<file path="config.mk">
export PLATFORM = sky130hd
export DESIGN_NAME = vga_timing_gen
export DESIGN_NICKNAME = d
export VERILOG_FILES = /design/src/rtl/vga_timing_gen.sv
export SDC_FILE = /design/constraint.sdc
export NUM_CORES = 1
export LEC_CHECK = 0
export ABC_AREA = 1
export CAP_MARGIN = 40
export CORE_MARGIN = 10
export CORE_UTILIZATION = 45
export CTS_CLUSTER_SIZE = 12
export DETAILED_ROUTE_END_ITERATION = 16
export GPL_TIMING_DRIVEN = 0
export PLACE_DENSITY = 0.72
export REMOVE_ABC_BUFFERS = 1
export SLEW_MARGIN = 0
export SYNTH_ARGS = -nofsm -noshare
export SYNTH_HDL_FRONTEND = slang
export SYNTH_SLANG_ARGS = --single-unit
export TNS_END_PERCENT = 30
</file>
<file path="constraint.sdc">
create_clock -name clk_fpga -period 2.4 [get_ports clk_fpga]
set_input_delay 0.48 -clock clk_fpga [delete_from_list [all_inputs] [get_ports clk_fpga]]
set_output_delay 0.48 -clock clk_fpga [all_outputs]
set_load 0.05 [all_outputs]
</file>
<file path="src/rtl/vga_timing_gen.sv">
// vga_timing_gen: parametrised VGA timing generator and pixel output stage.
// Ports:
//   clk_fpga              pixel clock
//   rst                   synchronous reset, active-high
//   x, y                  active-area coordinates (0 outside the active area)
//   pix_req               counters are at an active pixel
//   frame_start           counters are at h=0, v=0
//   rgb_in                pixel {R,G,B} from the source, PIX_LAT cycles after pix_req
//   vga_hs, vga_vs        registered syncs
//   vga_de                registered data enable
//   vga_data              registered expanded colour {R,G,B}
// Optional feature macro: VGA_BORDER_EN forces the outermost active pixels to white.
module vga_timing_gen #(
    parameter int H_ACT    = 800,
    parameter int H_FRONT  = 16,
    parameter int H_SYNC   = 80,
    parameter int H_BACK   = 160,
    parameter int V_ACT    = 600,
    parameter int V_FRONT  = 1,
    parameter int V_SYNC   = 3,
    parameter int V_BACK   = 21,
    parameter int HS_POL   = 0,
    parameter int VS_POL   = 0,
    parameter int IN_BITS  = 2,
    parameter int OUT_BITS = 4,
    parameter int PIX_LAT  = 1
) (
    input  logic                    clk_fpga,
    input  logic                    rst,
    output logic [11:0]             x,
    output logic [11:0]             y,
    output logic                    pix_req,
    output logic                    frame_start,
    input  logic [3*IN_BITS-1:0]    rgb_in,
    output logic                    vga_hs,
    output logic                    vga_vs,
    output logic                    vga_de,
    output logic [3*OUT_BITS-1:0]   vga_data
);
    localparam int H_BLANK = H_FRONT + H_SYNC + H_BACK;
    localparam int V_BLANK = V_FRONT + V_SYNC + V_BACK;
    localparam logic [11:0] HT_M1 = 12'(H_BLANK + H_ACT - 1);
    localparam logic [11:0] VT_M1 = 12'(V_BLANK + V_ACT - 1);
    localparam logic [11:0] HB    = 12'(H_BLANK);
    localparam logic [11:0] VB    = 12'(V_BLANK);
    localparam logic [11:0] HS0   = 12'(H_FRONT);
    localparam logic [11:0] HS1   = 12'(H_FRONT + H_SYNC);
    localparam logic [11:0] VS0   = 12'(V_FRONT);
    localparam logic [11:0] VS1   = 12'(V_FRONT + V_SYNC);
    localparam logic HS_LVL = 1'(HS_POL);
    localparam logic VS_LVL = 1'(VS_POL);
`ifdef VGA_BORDER_EN
    localparam int DW = 4;
    localparam logic [11:0] HA_M1 = 12'(H_ACT - 1);
    localparam logic [11:0] VA_M1 = 12'(V_ACT - 1);
`else
    localparam int DW = 3;
`endif

    logic [11:0] h_count, v_count;
    logic hs_raw, vs_raw;
    logic [DW-1:0] raw, dly;
    logic [3*OUT_BITS-1:0] exp_rgb, pix;

    always_ff @(posedge clk_fpga) begin
        if (rst) begin
            h_count <= '0;
            v_count <= '0;
        end else if (h_count == HT_M1) begin
            h_count <= '0;
            v_count <= (v_count == VT_M1) ? '0 : v_count + 12'd1;
        end else begin
            h_count <= h_count + 12'd1;
        end
    end

    assign hs_raw      = h_count >= HS0 && h_count < HS1;
    assign vs_raw      = v_count >= VS0 && v_count < VS1;
    assign pix_req     = h_count >= HB && v_count >= VB;
    assign x           = pix_req ? h_count - HB : '0;
    assign y           = pix_req ? v_count - VB : '0;
    assign frame_start = h_count == '0 && v_count == '0;

    // Each output bit j (counted from the channel MSB) takes input bit j mod IN_BITS,
    // which both truncates (OUT<=IN) and replicates MSB-first (OUT>IN).
    for (genvar c = 0; c < 3; c++) begin : g_ch
        for (genvar j = 0; j < OUT_BITS; j++) begin : g_bit
            assign exp_rgb[c*OUT_BITS + OUT_BITS-1-j] = rgb_in[c*IN_BITS + IN_BITS-1-(j % IN_BITS)];
        end
    end

`ifdef VGA_BORDER_EN
    logic border_raw;
    assign border_raw = pix_req && (x == '0 || x == HA_M1 || y == '0 || y == VA_M1);
    assign raw = {border_raw, pix_req, vs_raw, hs_raw};
    assign pix = dly[3] ? '1 : exp_rgb;
`else
    assign raw = {pix_req, vs_raw, hs_raw};
    assign pix = exp_rgb;
`endif

    // Control flags wait PIX_LAT cycles so they meet the rgb_in sample for the same pixel.
    if (PIX_LAT == 0) begin : g_nodly
        assign dly = raw;
    end else begin : g_dly
        logic [DW-1:0] sr [PIX_LAT];
        always_ff @(posedge clk_fpga) begin
            if (rst) begin
                sr <= '{default: '0};
            end else begin
                sr[0] <= raw;
                for (int i = 1; i < PIX_LAT; i++) sr[i] <= sr[i-1];
            end
        end
        assign dly = sr[PIX_LAT-1];
    end

    always_ff @(posedge clk_fpga) begin
        if (rst) begin
            vga_hs   <= ~HS_LVL;
            vga_vs   <= ~VS_LVL;
            vga_de   <= 1'b0;
            vga_data <= '0;
        end else begin
            vga_hs   <= dly[0] ? HS_LVL : ~HS_LVL;
            vga_vs   <= dly[1] ? VS_LVL : ~VS_LVL;
            vga_de   <= dly[2];
            vga_data <= dly[2] ? pix : '0;
        end
    end
endmodule

</file>
=== Word level (Yosys, flattened, before mapping) ===
Cells that the tools add are included.

* Logic and storage cells: 33
* Input bits: 8
* Output and inout port bits: 41
* Register bits: 42

* Reductions and logical operators: 8
* Equality and inequality tests: 2
* Magnitude comparators: 6
* Bitwise operators: 1
* $add $sub $neg: 4
* Muxes and demuxes: 5

{| class="wikitable"
|+ Operators by type and width
! operator !! count
|-
| 2-to-1 mux 12 bit || 3
|-
| adder 12 x 1 -> 12 bit (second input constant) || 2
|-
| >= comparator 12 x 5 -> 1 bit (second input constant) || 2
|-
| zero test 12 bit || 2
|-
| == test 12 x 10 -> 1 bit (second input constant) || 1
|-
| == test 12 x 11 -> 1 bit (second input constant) || 1
|-
| >= comparator 12 x 1 -> 1 bit (second input constant) || 1
|-
| >= comparator 12 x 9 -> 1 bit (second input constant) || 1
|-
| less-than comparator 12 x 3 -> 1 bit (second input constant) || 1
|-
| less-than comparator 12 x 7 -> 1 bit (second input constant) || 1
|-
| subtractor 12 x 5 -> 12 bit (second input constant) || 1
|-
| subtractor 12 x 9 -> 12 bit (second input constant) || 1
|-
| logical AND 1 bit || 4
|-
| OR reduction 2 bit || 2
|-
| 2-to-1 mux 1 bit || 2
|-
| inverter 1 bit || 1
|}

=== Depth between registers and ports, before layout ===
* Depth in word-level cells: 3
* Mapped depth: 11
* Gate-level depth less buffers: 10

=== Worst setup path after synthesis ===
Ideal clock, no wire load.

* Path type: flip-flop to output port
* Start: reg v_count[0]
* End: out y[10]
* Slack: 0.075 ns
* Cell stages (with the launch flop): 10
* Buffers on the path: 0
* Data required time: 1.920 ns
* Arrival: 1.845 ns
* Cell sequence: dfxtp_1 > inv_1 > ha_1 > nand2_2 > nand2_2 > inv_1 > nor2_4 > nand3_2 > nand2_4 > nor2_1

* Longest elaborated chain between the ends: 3
* Elaborated cells between the ends (all ways): 4
* Those cells by class: add/sub (1); order compare (1); mux (1); reduce/logical (1)

{| class="wikitable"
|+ Ends and longest elaborated chain
! item !! RTL line !! text
|-
| start: declaration || 60 || <nowiki>logic [11:0] h_count, v_count;</nowiki>
|-
| start signal: assignment || 71 || <nowiki>v_count <= (v_count == VT_M1) ? '0 : v_count + 12'd1;</nowiki>
|-
| >= comparator 12 x 5 -> 1 bit || 79 || <nowiki>assign pix_req = h_count >= HB && v_count >= VB;</nowiki>
|-
| logical AND 1 bit || 79 ||
|-
| 2-to-1 mux 12 bit (*) || 81 || <nowiki>assign y = pix_req ? v_count - VB : '0;</nowiki>
|-
| end: declaration || 31 || <nowiki>output logic [11:0] y,</nowiki>
|}

Mark *: on every way between the ends. The rest lies on a longest branch, timed or not.

=== Final worst setup path ===
* Start: reg v_count[0]
* End: out x[1]

* Longest elaborated chain between the ends: 3

{| class="wikitable"
|+ Ends and longest elaborated chain
! item !! RTL line !! text
|-
| >= comparator 12 x 5 -> 1 bit || 79 ||
|-
| logical AND 1 bit || 79 ||
|-
| 2-to-1 mux 12 bit || 80 || <nowiki>assign x = pix_req ? h_count - HB : '0;</nowiki>
|-
| end: declaration || 30 || <nowiki>output logic [11:0] x,</nowiki>
|}

Every way passes these cells.

==> reports/metrics.yaml <==
status: "finished, final reports clean"
grt_pass1_wl_um: 9560
arrival_ns: 1.84
synth.area.top_cells: "dfxtp_1 32%, nand2_1 12%, nor2_1 8.6%"
yosysSeqAreaShare_pct: 32.4
firstDrtPassIters: 4
synth.ff_latch_count: 36
slew_viol_final: 0
avgRoutedWirePerCell_um: 12.4
grt_max_degree: 15
fin_skew_ns: 0.00662
crit_path_top_delay_cell: "dfxtp_4"
layout_common_cells: "73 x nand2_1, 49 x nor2_1, 38 x inv_1"
grt_overflow: 0
peakVddDrop_v: 0.000343
hold_viol: 0
num_io_pins: 49
hold_depth: 1
critPathLaunch: "v_count[0]$_SDFFE_PP0P_"
tightest_slew_ns: 0.666
netlist_area_um2: 2220
path_max_fanout: 6
finalInstanceArea_um2: 2970
grt_pass1_vias: 2020
setup_viol: 0
insertion_delay_ns: 0.29
hp-class: "flop to flop"
p_total_w: 0.00120
ant_nets: 0
cts_made_buffers: 5
leakagePower_nw: 1.40
clockBufferDepth: 2
final_common_cell: "nand2_1"
cts_hold_buf: 0
utilization_pct: 62.5
clock_sinks: 36
rows: 25
n_antenna_cell: 0
synth.distinct_cells: 27
vias_per_cell: 4.70
path_clk_slew_ns: 0.07
place_ws_ns: -0.543
via_count: 2111
r2r_cells: 10
start_util_pct: 46.8
fp.dieW_um: 90.3
rsz0062_at_grt: "true"
cp_cell_sequence: "inv_4, ha_4, nand2_4, nand2_4, inv_1, nor2_4, nand3_4, nand2_8, nor2_1, buf_6"
crit_path_frequent_cell: "nand2_4"
period_minus_slack_ns: 2.32
relSlewSlack_pct: 55.4
rr_startpoint: "h_count[8]$_SDFF_PP0_"
yosysTopAreaCell: "dfxtp_1"
worst_slack_ns: 0.0807
synth.top_cell.area_share_pct: 32.4
postSynthAreaPerCell_um2: 6.76
root_buffer: "clkbuf_8"
wl_um: 5590
numPortBuffers: 48
cpPeakStageDelay_ns: 0.37
antenna_found_initial: 0
cpLargestDelayFamily: "simple AND/OR/NAND/NOR gates"
cts_tree: "yes"
area_delta_synth_final_pct: 33.7
fmax_ghz: 0.431
fin_crit_sh_pct: 96.6
required_ns: 1.92
gp_congestion: 0.851
die_h_um: 90.3
placed_cell_area_um2: 2690
maxCapViolCount: 0
yosys_warnings: 0
h-tree-depth: 2
dp_hpwl_um: 3940
nets: 397
cp-end-kind: "output pin"
p_per_area_nw_per_um2: 403
core_um2: 4750
synthCells: 329
dieArea_um2: 8150
drc: 0
path_buf_inv: 3
grt_usage_pct: 13.8
min-delay-start: "dly[0]$_SDFF_PP0_"
critical_path_depth: 10
crit_path_start_kind: "flop"
critPathKind: "flop to output pin"
drt_iter0_drc: 121
final_layout_size_suffix_gt1_share_pct: 25.7
[registers in the layout, indices dropped and copies added (netlist names)]
| register | count |
|---|---|
| dly | 3 |
| h_count | 12 |
| v_count | 12 |
| vga_data | 6 |
| vga_de | 1 |
| vga_hs | 1 |
| vga_vs | 1 |
[cells in the mapped netlist (all sizes together)]
| cell | count |
|---|---|
| nand2 | 82 |
| nor2 | 75 |
| inv | 48 |
| dfxtp | 36 |
| nand3 | 25 |
| buf | 12 |
| xor2 | 12 |
| ha | 8 |
| nor3 | 8 |
| a21oi | 6 |
| nand4 | 5 |
| o21ai | 5 |
| nor4 | 2 |
| xnor2 | 2 |
| clkinv | 1 |
| nor3b | 1 |
| o21bai | 1 |
[power breakdown]
part | switching [W] | total (W) | internal (W)
Clock | 0.000229 | 0.000536 | 0.000307
Sequential | 0.00000374 | 0.000604 | 0.000600
Combinational | 0.0000352 | 0.0000566 | 0.0000214
[per-layer routing]
| layer | track usage, % | vias up | share of wire [%] | wire [um] |
|---|---|---|---|---|
| met5 | 0 | - | 0 | 0 |
| met4 | 5.04 | 0 | 1.2 | 68 |
| met3 | 4.07 | 6 | 4.9 | 271 |
| met2 | 22.6 | 43 | 47 | 2640 |
| met1 | 16.7 | 950 | 47 | 2610 |
| li1 | - | 1112 | - | - |
[cell families (layout without fill, tap and decap cells)]
| family | after synthesis | in the layout | synth area share [%] |
|---|---|---|---|
| simple gates | 198 | 201 | 41.4 |
| fa+ha+maj | 8 | 8 | 4.50 |
| flops | 36 | 36 | 32.4 |
| buf+inv | 61 | 111 | 13.3 |
| compound gates | 12 | 12 | 2.81 |
| xor+xnor | 14 | 14 | 5.52 |
[area by class of cell]
type	count	area, um^2
multi-input combinational	235	1330
timing repair buffer	54	529
sequential	36	732
tap	67	83.8
clock buffer	5	68.8
inverter	49	189
fill	430	1780
clock inverter	3	42.5
[per-stage QoR]
| step | std cells | TNS, ns | hold WS (ns) |
|---|---|---|---|
| global placement | 432 | -12.94 | 0.354 |
| floorplan | 317 | -0.303 | 0.352 |
| global route | 449 | -0.107 | 0.403 |
| CTS | 444 | 0 | 0.379 |
| detailed placement | 433 | -12.99 | 0.355 |
| finish | 449 | 0 | 0.375 |
[what timing repair did]
| action | CTS | global route |
|---|---|---|
| gates resized for setup | 168 | 31 |
| endpoints found under the hold margin | 0 | 0 |
| buffers inserted | 0 | 5 |
| gates cloned | 3 | 0 |
| pin swaps | 4 | 11 |
| endpoints found under the setup margin | 26 | 26 |
[path summary, 6_finish.rpt]
check / end / slack [ns]
setup / recovery: x[1] / 0.08
hold / removal: vga_hs$_SDFF_PP1_ / 0.38
setup reg to reg: v_count[7]$_SDFFE_PP0P_ / 0.37
hold reg to reg: vga_hs$_SDFF_PP1_ / 0.38
Note: power is estimated with default switching activity, not from simulation.
